### config.mk
export PLATFORM = sky130hd
export DESIGN_NAME = pipeline_hazard_unit
export DESIGN_NICKNAME = d
export VERILOG_FILES = /design/src/rtl/pipeline_hazard_unit.sv
export SDC_FILE = /design/constraint.sdc
export NUM_CORES = 1
export LEC_CHECK = 0
export ABC_CLOCK_PERIOD_IN_PS = 2000
export BUFFER_PORTS_ARGS = -buffer_cell sky130_fd_sc_hd__buf_2
export CORE_AREA = 2 2 99 101
export DETAILED_ROUTE_END_ITERATION = 10
export DIE_AREA = 0 0 101 103
export PLACE_DENSITY_LB_ADDON = 0.12
export SLEW_MARGIN = 15
export SYNTH_ARGS = -nofsm -noshare
export SYNTH_HDL_FRONTEND = slang
export SYNTH_SLANG_ARGS = --single-unit
### constraint.sdc
create_clock -name clk -period 2 [get_ports clk]
set_input_delay 0.3 -clock clk [delete_from_list [all_inputs] [get_ports clk]]
set_output_delay 0.3 -clock clk [all_outputs]
set_load 0.05 [all_outputs]
### src/rtl/pipeline_hazard_unit.sv
// pipeline_hazard_unit: hazard detection and EX-operand forwarding control for
// the 5-stage MIPS pipeline. The unit tracks its own copy of the EX/MEM/WB
// destination info and decides when IF/ID stalls, flushes, or ID/EX gets a bubble.
//
// Ports:
//   clk, reset            clock, synchronous active-low reset
//   id_*                  decoded fields of the instruction currently in ID
//   ex_redirect           EX resolved a taken branch/jump this cycle
//   stall_if_id           hold PC and IF/ID            (combinational)
//   flush_if_id           turn IF/ID into a NOP        (combinational)
//   bubble_id_ex          load a NOP into ID/EX        (combinational)
//   fwd_a, fwd_b          EX operand source: 00 regfile, 01 MEM/WB, 10 EX/MEM
//   stall_cycles          saturating count of stalled cycles (registered)
//   flush_count           saturating count of redirects      (registered)
module pipeline_hazard_unit #(
  parameter int unsigned REG_ADDR_W     = 5,
  parameter bit          FORWARDING     = 1'b1,
  parameter bit          REGFILE_BYPASS = 1'b1,
  parameter int unsigned CNT_W          = 16
) (
  input  logic                  clk,
  input  logic                  reset,
  input  logic                  id_valid,
  input  logic [REG_ADDR_W-1:0] id_rs,
  input  logic [REG_ADDR_W-1:0] id_rt,
  input  logic                  id_uses_rs,
  input  logic                  id_uses_rt,
  input  logic [REG_ADDR_W-1:0] id_dest,
  input  logic                  id_reg_write,
  input  logic                  id_mem_read,
  input  logic                  ex_redirect,
  output logic                  stall_if_id,
  output logic                  flush_if_id,
  output logic                  bubble_id_ex,
  output logic [1:0]            fwd_a,
  output logic [1:0]            fwd_b,
  output logic [CNT_W-1:0]      stall_cycles,
  output logic [CNT_W-1:0]      flush_count
);

  localparam logic [1:0] FWD_RF  = 2'b00;
  localparam logic [1:0] FWD_WB  = 2'b01;
  localparam logic [1:0] FWD_MEM = 2'b10;

  // Producer info carried by every tracked stage.
  typedef struct packed {
    logic                  valid;
    logic [REG_ADDR_W-1:0] dest;
    logic                  reg_write;
    logic                  mem_read;
  } stage_t;

  // Source operands of the instruction in EX, needed to pick forwards.
  typedef struct packed {
    logic [REG_ADDR_W-1:0] rs;
    logic [REG_ADDR_W-1:0] rt;
    logic                  uses_rs;
    logic                  uses_rt;
  } src_t;

  stage_t ex_q, ex_d, mem_q, wb_q;
  src_t   ex_src_q, ex_src_d;

  logic [CNT_W-1:0] stall_cnt_q, stall_cnt_d;
  logic [CNT_W-1:0] flush_cnt_q, flush_cnt_d;

  logic hit_ex, hit_mem, hit_wb;
  logic hazard;

  // True when stage s will write register r; $0 is never a real dependency.
  function automatic logic writes(input stage_t s, input logic [REG_ADDR_W-1:0] r);
    return s.valid & s.reg_write & (s.dest != '0) & (s.dest == r);
  endfunction

  // Does a stage produce one of the sources the ID instruction reads?
  always_comb begin
    hit_ex  = (id_uses_rs & writes(ex_q,  id_rs)) | (id_uses_rt & writes(ex_q,  id_rt));
    hit_mem = (id_uses_rs & writes(mem_q, id_rs)) | (id_uses_rt & writes(mem_q, id_rt));
    hit_wb  = (id_uses_rs & writes(wb_q,  id_rs)) | (id_uses_rt & writes(wb_q,  id_rt));
  end

  // With forwarding only a load in EX cannot be bypassed in time; without it
  // the ID instruction waits until every in-flight producer has retired.
  always_comb begin
    hazard = 1'b0;
    if (FORWARDING) begin
      hazard = ex_q.mem_read & hit_ex;
    end else begin
      hazard = hit_ex | hit_mem | (~REGFILE_BYPASS & hit_wb);
    end
    hazard = hazard & id_valid;
  end

  // Redirect beats a hazard: the stalled instruction is being squashed anyway.
  always_comb begin
    stall_if_id  = 1'b0;
    flush_if_id  = 1'b0;
    bubble_id_ex = 1'b0;
    if (reset) begin
      if (ex_redirect) begin
        flush_if_id  = 1'b1;
        bubble_id_ex = 1'b1;
      end else begin
        stall_if_id  = hazard;
        bubble_id_ex = hazard;
      end
    end
  end

  // Forward selects; EX/MEM is the younger producer so it wins over MEM/WB.
  always_comb begin
    fwd_a = FWD_RF;
    fwd_b = FWD_RF;
    if (FORWARDING && reset && ex_q.valid) begin
      if (ex_src_q.uses_rs) begin
        if (writes(mem_q, ex_src_q.rs)) begin
          fwd_a = FWD_MEM;
        end else if (writes(wb_q, ex_src_q.rs)) begin
          fwd_a = FWD_WB;
        end
      end
      if (ex_src_q.uses_rt) begin
        if (writes(mem_q, ex_src_q.rt)) begin
          fwd_b = FWD_MEM;
        end else if (writes(wb_q, ex_src_q.rt)) begin
          fwd_b = FWD_WB;
        end
      end
    end
  end

  // Next EX record and saturating counters.
  always_comb begin
    ex_d        = ex_q;
    ex_d.valid  = 1'b0;
    ex_src_d    = ex_src_q;
    stall_cnt_d = stall_cnt_q;
    flush_cnt_d = flush_cnt_q;
    if (id_valid && !bubble_id_ex) begin
      ex_d     = '{valid: 1'b1, dest: id_dest, reg_write: id_reg_write, mem_read: id_mem_read};
      ex_src_d = '{rs: id_rs, rt: id_rt, uses_rs: id_uses_rs, uses_rt: id_uses_rt};
    end
    if (stall_if_id && (stall_cnt_q != '1)) begin
      stall_cnt_d = stall_cnt_q + CNT_W'(1);
    end
    if (ex_redirect && (flush_cnt_q != '1)) begin
      flush_cnt_d = flush_cnt_q + CNT_W'(1);
    end
  end

  // Stage shadow registers and counters.
  always_ff @(posedge clk) begin
    if (!reset) begin
      ex_q        <= '0;
      mem_q       <= '0;
      wb_q        <= '0;
      ex_src_q    <= '0;
      stall_cnt_q <= '0;
      flush_cnt_q <= '0;
    end else begin
      wb_q        <= mem_q;
      mem_q       <= ex_q;
      ex_q        <= ex_d;
      ex_src_q    <= ex_src_d;
      stall_cnt_q <= stall_cnt_d;
      flush_cnt_q <= flush_cnt_d;
    end
  end

  assign stall_cycles = stall_cnt_q;
  assign flush_count  = flush_cnt_q;

endmodule

Word level (Yosys, flattened, before mapping)
Cells that the tools add are included.

storage, ports and cells
  bits in registers = 66
  bits of input ports = 23
  output and inout port bits = 39
  logic and storage cells = 66

operators by class
  add/sub/neg operators = 2
  equality and inequality tests = 8
  muxes and demuxes = 15
  bitwise gates (word level) = 17
  reduce and logical (&&, ||, !) cells = 8

operators by type and width
  cell                     count
  $add A16 B1 Y16 const B  2
  $ne A16 B16 Y1 const B   2
  $eq A5 B5 Y1             6
  $and A1 B1 Y1            16
  $reduce_bool A5 Y1       3
  $mux W2                  6
  $mux W1                  8
  $mux W8                  1
  $logic_and A1 B1 Y1      4
  $logic_not A1 Y1         1
  $or A1 B1 Y1             1

Logic depth before layout (Yosys ltp)
  word-level depth = 12
  gate-level depth with buffers = 7
  gate-level depth less buffers = 6

Worst setup path before layout
OpenSTA, ideal clock, no wires.

  path type = register to output
  from = register mem_q[3] (netlist bit)
  to = output fwd_b[0]
  arrival time = 2676 ps
  required time = 1700 ps
  slack = -976 ps
  cell stages (with the launch flop) = 5
  buffers on the path = 0
  path through = dfxtp_1 > or4_1 > o211ai_1 > nor4_1 > nor4_1

on the way
  longest elaborated chain between the ends = 6
  elaborated cells between the ends (all ways) = 7
  classes of those cells = eq/ne (1); mux (3); bitwise (2); reduce/logical (1)

ends and longest elaborated chain
  item                      line  source
  start: declaration        61    stage_t ex_q, ex_d, mem_q, wb_q;
  start signal: assignment  162   mem_q <= ex_q;
  $reduce_bool A5 Y1        72    return s.valid & s.reg_write & (s.dest != '0) & (s.dest == r);
  $and A1 B1 Y1             72
  $and A1 B1 Y1 *           72
  $mux W2 *                 123   if (writes(mem_q, ex_src_q.rt)) begin
  $mux W2 *                 122   if (ex_src_q.uses_rt) begin
  $mux W2 *                 114   if (FORWARDING && reset && ex_q.valid) begin
  end: declaration          36    output logic [1:0] fwd_b,

Mark *: on every way between the ends. The rest lies on a longest branch, timed or not.

Final worst setup path
  from = register mem_q[3] (netlist bit)
  to = output fwd_a[1]

on the way
  longest elaborated chain between the ends = 6
  elaborated cells between the ends (all ways) = 7
  classes of those cells = eq/ne (1); mux (3); bitwise (2); reduce/logical (1)

ends and longest elaborated chain
  item                line  source
  $reduce_bool A5 Y1  72
  $and A1 B1 Y1       72
  $and A1 B1 Y1 *     72
  $mux W2 *           116   if (writes(mem_q, ex_src_q.rs)) begin
  $mux W2 *           115   if (ex_src_q.uses_rs) begin
  $mux W2 *           114
  end: declaration    35    output logic [1:0] fwd_a,

Marks and branches as above.

==> impl_metrics.env <==
export IMPL_seq_area_frac_synth_pct=41.1
export IMPL_coreArea_mm2=0.00946
export IMPL_cts_sinks=66
export IMPL_cp_slowest_cell="or4_4"
export IMPL_dieArea_mm2=0.0104
export IMPL_cp_end_kind="output port"
export IMPL_dp_hpwl_mm=6.18
export IMPL_timing_rr_end="stall_cycles[4]$_SDFFE_PN0P_"
export IMPL_reg2reg_depth=7
export IMPL_worstSetupStartpointType="flop"
export IMPL_cts_tree="done"
export IMPL_finClkSkew_ps=7.70
export IMPL_grt_max_degree=63
export IMPL_clk_latency_ps=340
export IMPL_grt_pass1_vias=2746
export IMPL_syn_to_final_growth_pct=32.6
export IMPL_clockBufferDepth=2
export IMPL_ios=62
export IMPL_crit_fanout=2
export IMPL_grt_pass1_wl_mm=13.5
export IMPL_numCtsBuffers=9
export IMPL_clockPowerShare_pct=39.8
export IMPL_switchingPower_mw=0.726
export IMPL_crit_end="fwd_a[1]"
export IMPL_min_period_over_period_pct=110
export IMPL_overflow=0
export IMPL_slowest_delay_ps=510
export IMPL_rsz0062_at_grt="yes"
export IMPL_cts_clk_slew_worst_paths_ps=70
export IMPL_drc=0
export IMPL_drive_gt1_share_pct=32.0
export IMPL_reg2reg_from="ex_q[3]$_SDFFE_PN0P_"
export IMPL_die_h_um=103
export IMPL_clk_root_buffer_cell="clkbuf_8"
export IMPL_slew_headroom_pct=61.1
export IMPL_arrival_ps=1910
export IMPL_switching_share_pct=25.3
export IMPL_seq_power_share_pct=48.5
export IMPL_finalMaxSlewViolations=0
export IMPL_violations="negative setup slack"
export IMPL_syn_inst=369
export IMPL_power_internal_mw=2.14
export IMPL_setup_slack_ps=-208
export IMPL_post_place_ws_ps=-14.7
export IMPL_dr_pass1_iters=4
export IMPL_timing_setup_tns_ps=-794
export IMPL_instances_no_fill=573
export IMPL_grt_antenna_before_repair=0
export IMPL_gp_congestion=0.884
export IMPL_synth_seq_cells=66
export IMPL_die_w_um=101
export IMPL_tightest_slew_ps=584
export IMPL_place_inst=552
export IMPL_finalNetCount=480
export IMPL_vias=2905
export IMPL_multiInputGateArea_mm2=0.00189
export IMPL_wl_mm=8.46
export IMPL_n_antenna_cell=0
export IMPL_crit_required_ps=1700
export IMPL_synth_fp_nets=394
export IMPL_fin_util_pct=45.1
export IMPL_power_leakage_nw=1.76
export IMPL_vias_per_cell=5.07
export IMPL_status="finished, violations left"
export IMPL_drt_iter0_drc=96
export IMPL_rrSetupSlack_ps=40
export IMPL_layout_commonest_cell="nand2_1"
export IMPL_ant_nets=0
export IMPL_portBuffers=61
export IMPL_grt_usage_pct=16.9
export IMPL_setup_viol=6
export IMPL_wl_per_cell_um=14.8
export IMPL_start_util_pct=34.0
export IMPL_cp_cell_sequence="or4_4 -> o211ai_1 -> nor4_2 -> and3_1 -> buf_6"
export IMPL_crit_start="mem_q[3]$_SDFF_PN0_"
export IMPL_report_final_hold_viol_count=0
export IMPL_cap_violations=0
export IMPL_ir_drop_uv=246
export IMPL_layout_common_cells="nand2_1, buf_2, dfxtp_1"
export IMPL_regArea_mm2=0.00136
export IMPL_max_freq_mhz=453
export IMPL_critical_path_class="reg2out"
export IMPL_combPwrFrac_pct=11.7
export IMPL_hold_class="in2reg"
export IMPL_hold_buffers=0
export IMPL_cellPowerDensity_mw_per_mm2=672
export IMPL_fin_crit_ps=2210
export IMPL_yosysWarningCount=0
export IMPL_nFillCells=957
export IMPL_synth_area_per_cell_um2=8.72
export IMPL_syn_cell_area_mm2=0.00322
export IMPL_synth_cell_types=43
export IMPL_cts_htree_levels=3
export IMPL_placementRows=36
[cell families after synthesis]
group | after synthesis | synth area share [%]
flip-flops | 66 | 41.1
multiplexers | 27 | 8.40
buffers and inverters | 27 | 3.66
AO/OA/AOI/OAI | 50 | 11.0
XOR/XNOR | 35 | 9.53
adder cells (fa/ha/maj) | 2 | 0.778
AND/OR/NAND/NOR | 162 | 25.6
[final cells by class]
type,count,share of cell area [%]
clock inverters,3,0.939
clock buffers,12,3.64
flip-flops and latches,66,31.9
multi-input cells,276,44.4
repair buffers,91,14.9
inverters,11,0.968
well taps,114,3.34
[repair_timing]
item | in CTS | in global routing
buffers inserted | 3 | 3
resized for setup | 20 | 16
pin swaps | 6 | 10
setup endpoints to repair | 6 | 16
[cell usage after synthesis, drive strengths merged]
cell type | n | share of area [%]
dfxtp | 66 | 41
nand2 | 65 | 7.6
xnor2 | 28 | 7.6
mux2i | 27 | 8.4
a21oi | 17 | 3.0
nand3 | 17 | 2.6
inv | 11 | 1.3
or4 | 11 | 2.6
and2 | 10 | 1.9
nor2 | 10 | 1.2
clkbuf | 9 | 1.1
nand4 | 9 | 1.8
nor4 | 9 | 1.8
o21ai | 9 | 1.5
or3 | 8 | 1.6
and3 | 7 | 1.4
buf | 7 | 1.3
nand2b | 7 | 1.4
o31ai | 7 | 1.6
xor2 | 7 | 1.9
o211ai | 5 | 1.5
nor3 | 4 | 0.62
and4 | 3 | 0.82
o311ai | 3 | 1.1
ha | 2 | 0.78
o21a | 2 | 0.47
o311a | 2 | 0.62
a211oi | 1 | 0.23
nor4b | 1 | 0.27
o21bai | 1 | 0.23
o22a | 1 | 0.27
o22ai | 1 | 0.19
o41ai | 1 | 0.27
or2 | 1 | 0.19
[stage by stage]
stage	instance area, um^2	total power, mW	hold WS [ps]
CTS	4160	2.88	202
finish	4270	2.87	213
global route	4270	3.00	221
detailed placement	3870	1.73	474
global placement	3870	1.72	456
floorplan	3270	1.61	428
[power by group through the flow]
stage	logic [mW]	clock network (mW)	registers, mW
final	0.336	1.14	1.39
after global routing	0.368	1.23	1.40
after CTS	0.318	1.17	1.39
after detailed placement	0.305	0	1.42
after global placement	0.303	0	1.42
after floorplan	0.177	0	1.43
[registers in the layout (all words and copies together) (netlist names)]
| name | flops |
|---|---|
| wb_q | 7 |
| mem_q | 7 |
| ex_src_q | 12 |
| stall_cycles | 16 |
| flush_count | 16 |
| ex_q | 8 |
[worst max-delay path: cells and delay by family, from the launching register on]
family	cells	cell delay, ps
AND/OR/NAND/NOR	3	830
buffers and inverters	1	150
flip-flops	1	320
AO/OA/AOI/OAI	1	270
[routing by layer]
layer	vias to the layer above	track usage [%]	routed length (um)
met5	-	0	0
met3	11	2.78	296
met1	1369	20.9	3780
li1	1478	-	-
met2	47	29.2	4260
met4	0	7.48	131
[how the worst min path moves through the flow]
stage / from / end / slack (ps) / cells past startpoint
2_1_floorplan: ex_q[1]$_SDFFE_PN0P_ / mem_q[1]$_SDFF_PN0_ / 430 / 2
3_3_place_gp: ex_q[0]$_SDFFE_PN0P_ / ex_q[0]$_SDFFE_PN0P_ / 460 / 2
3_5_place_dp: mem_q[7]$_SDFF_PN0_ / wb_q[7]$_SDFF_PN0_ / 470 / 1
4_1_cts: id_uses_rs / ex_src_q[1]$_SDFFE_PN0P_ / 200 / 3
5_1_grt: id_reg_write / ex_q[1]$_SDFFE_PN0P_ / 220 / 3
6_report: id_reg_write / ex_q[1]$_SDFFE_PN0P_ / 210 / 3
No activity file was read; power rests on OpenSTA's default activity.
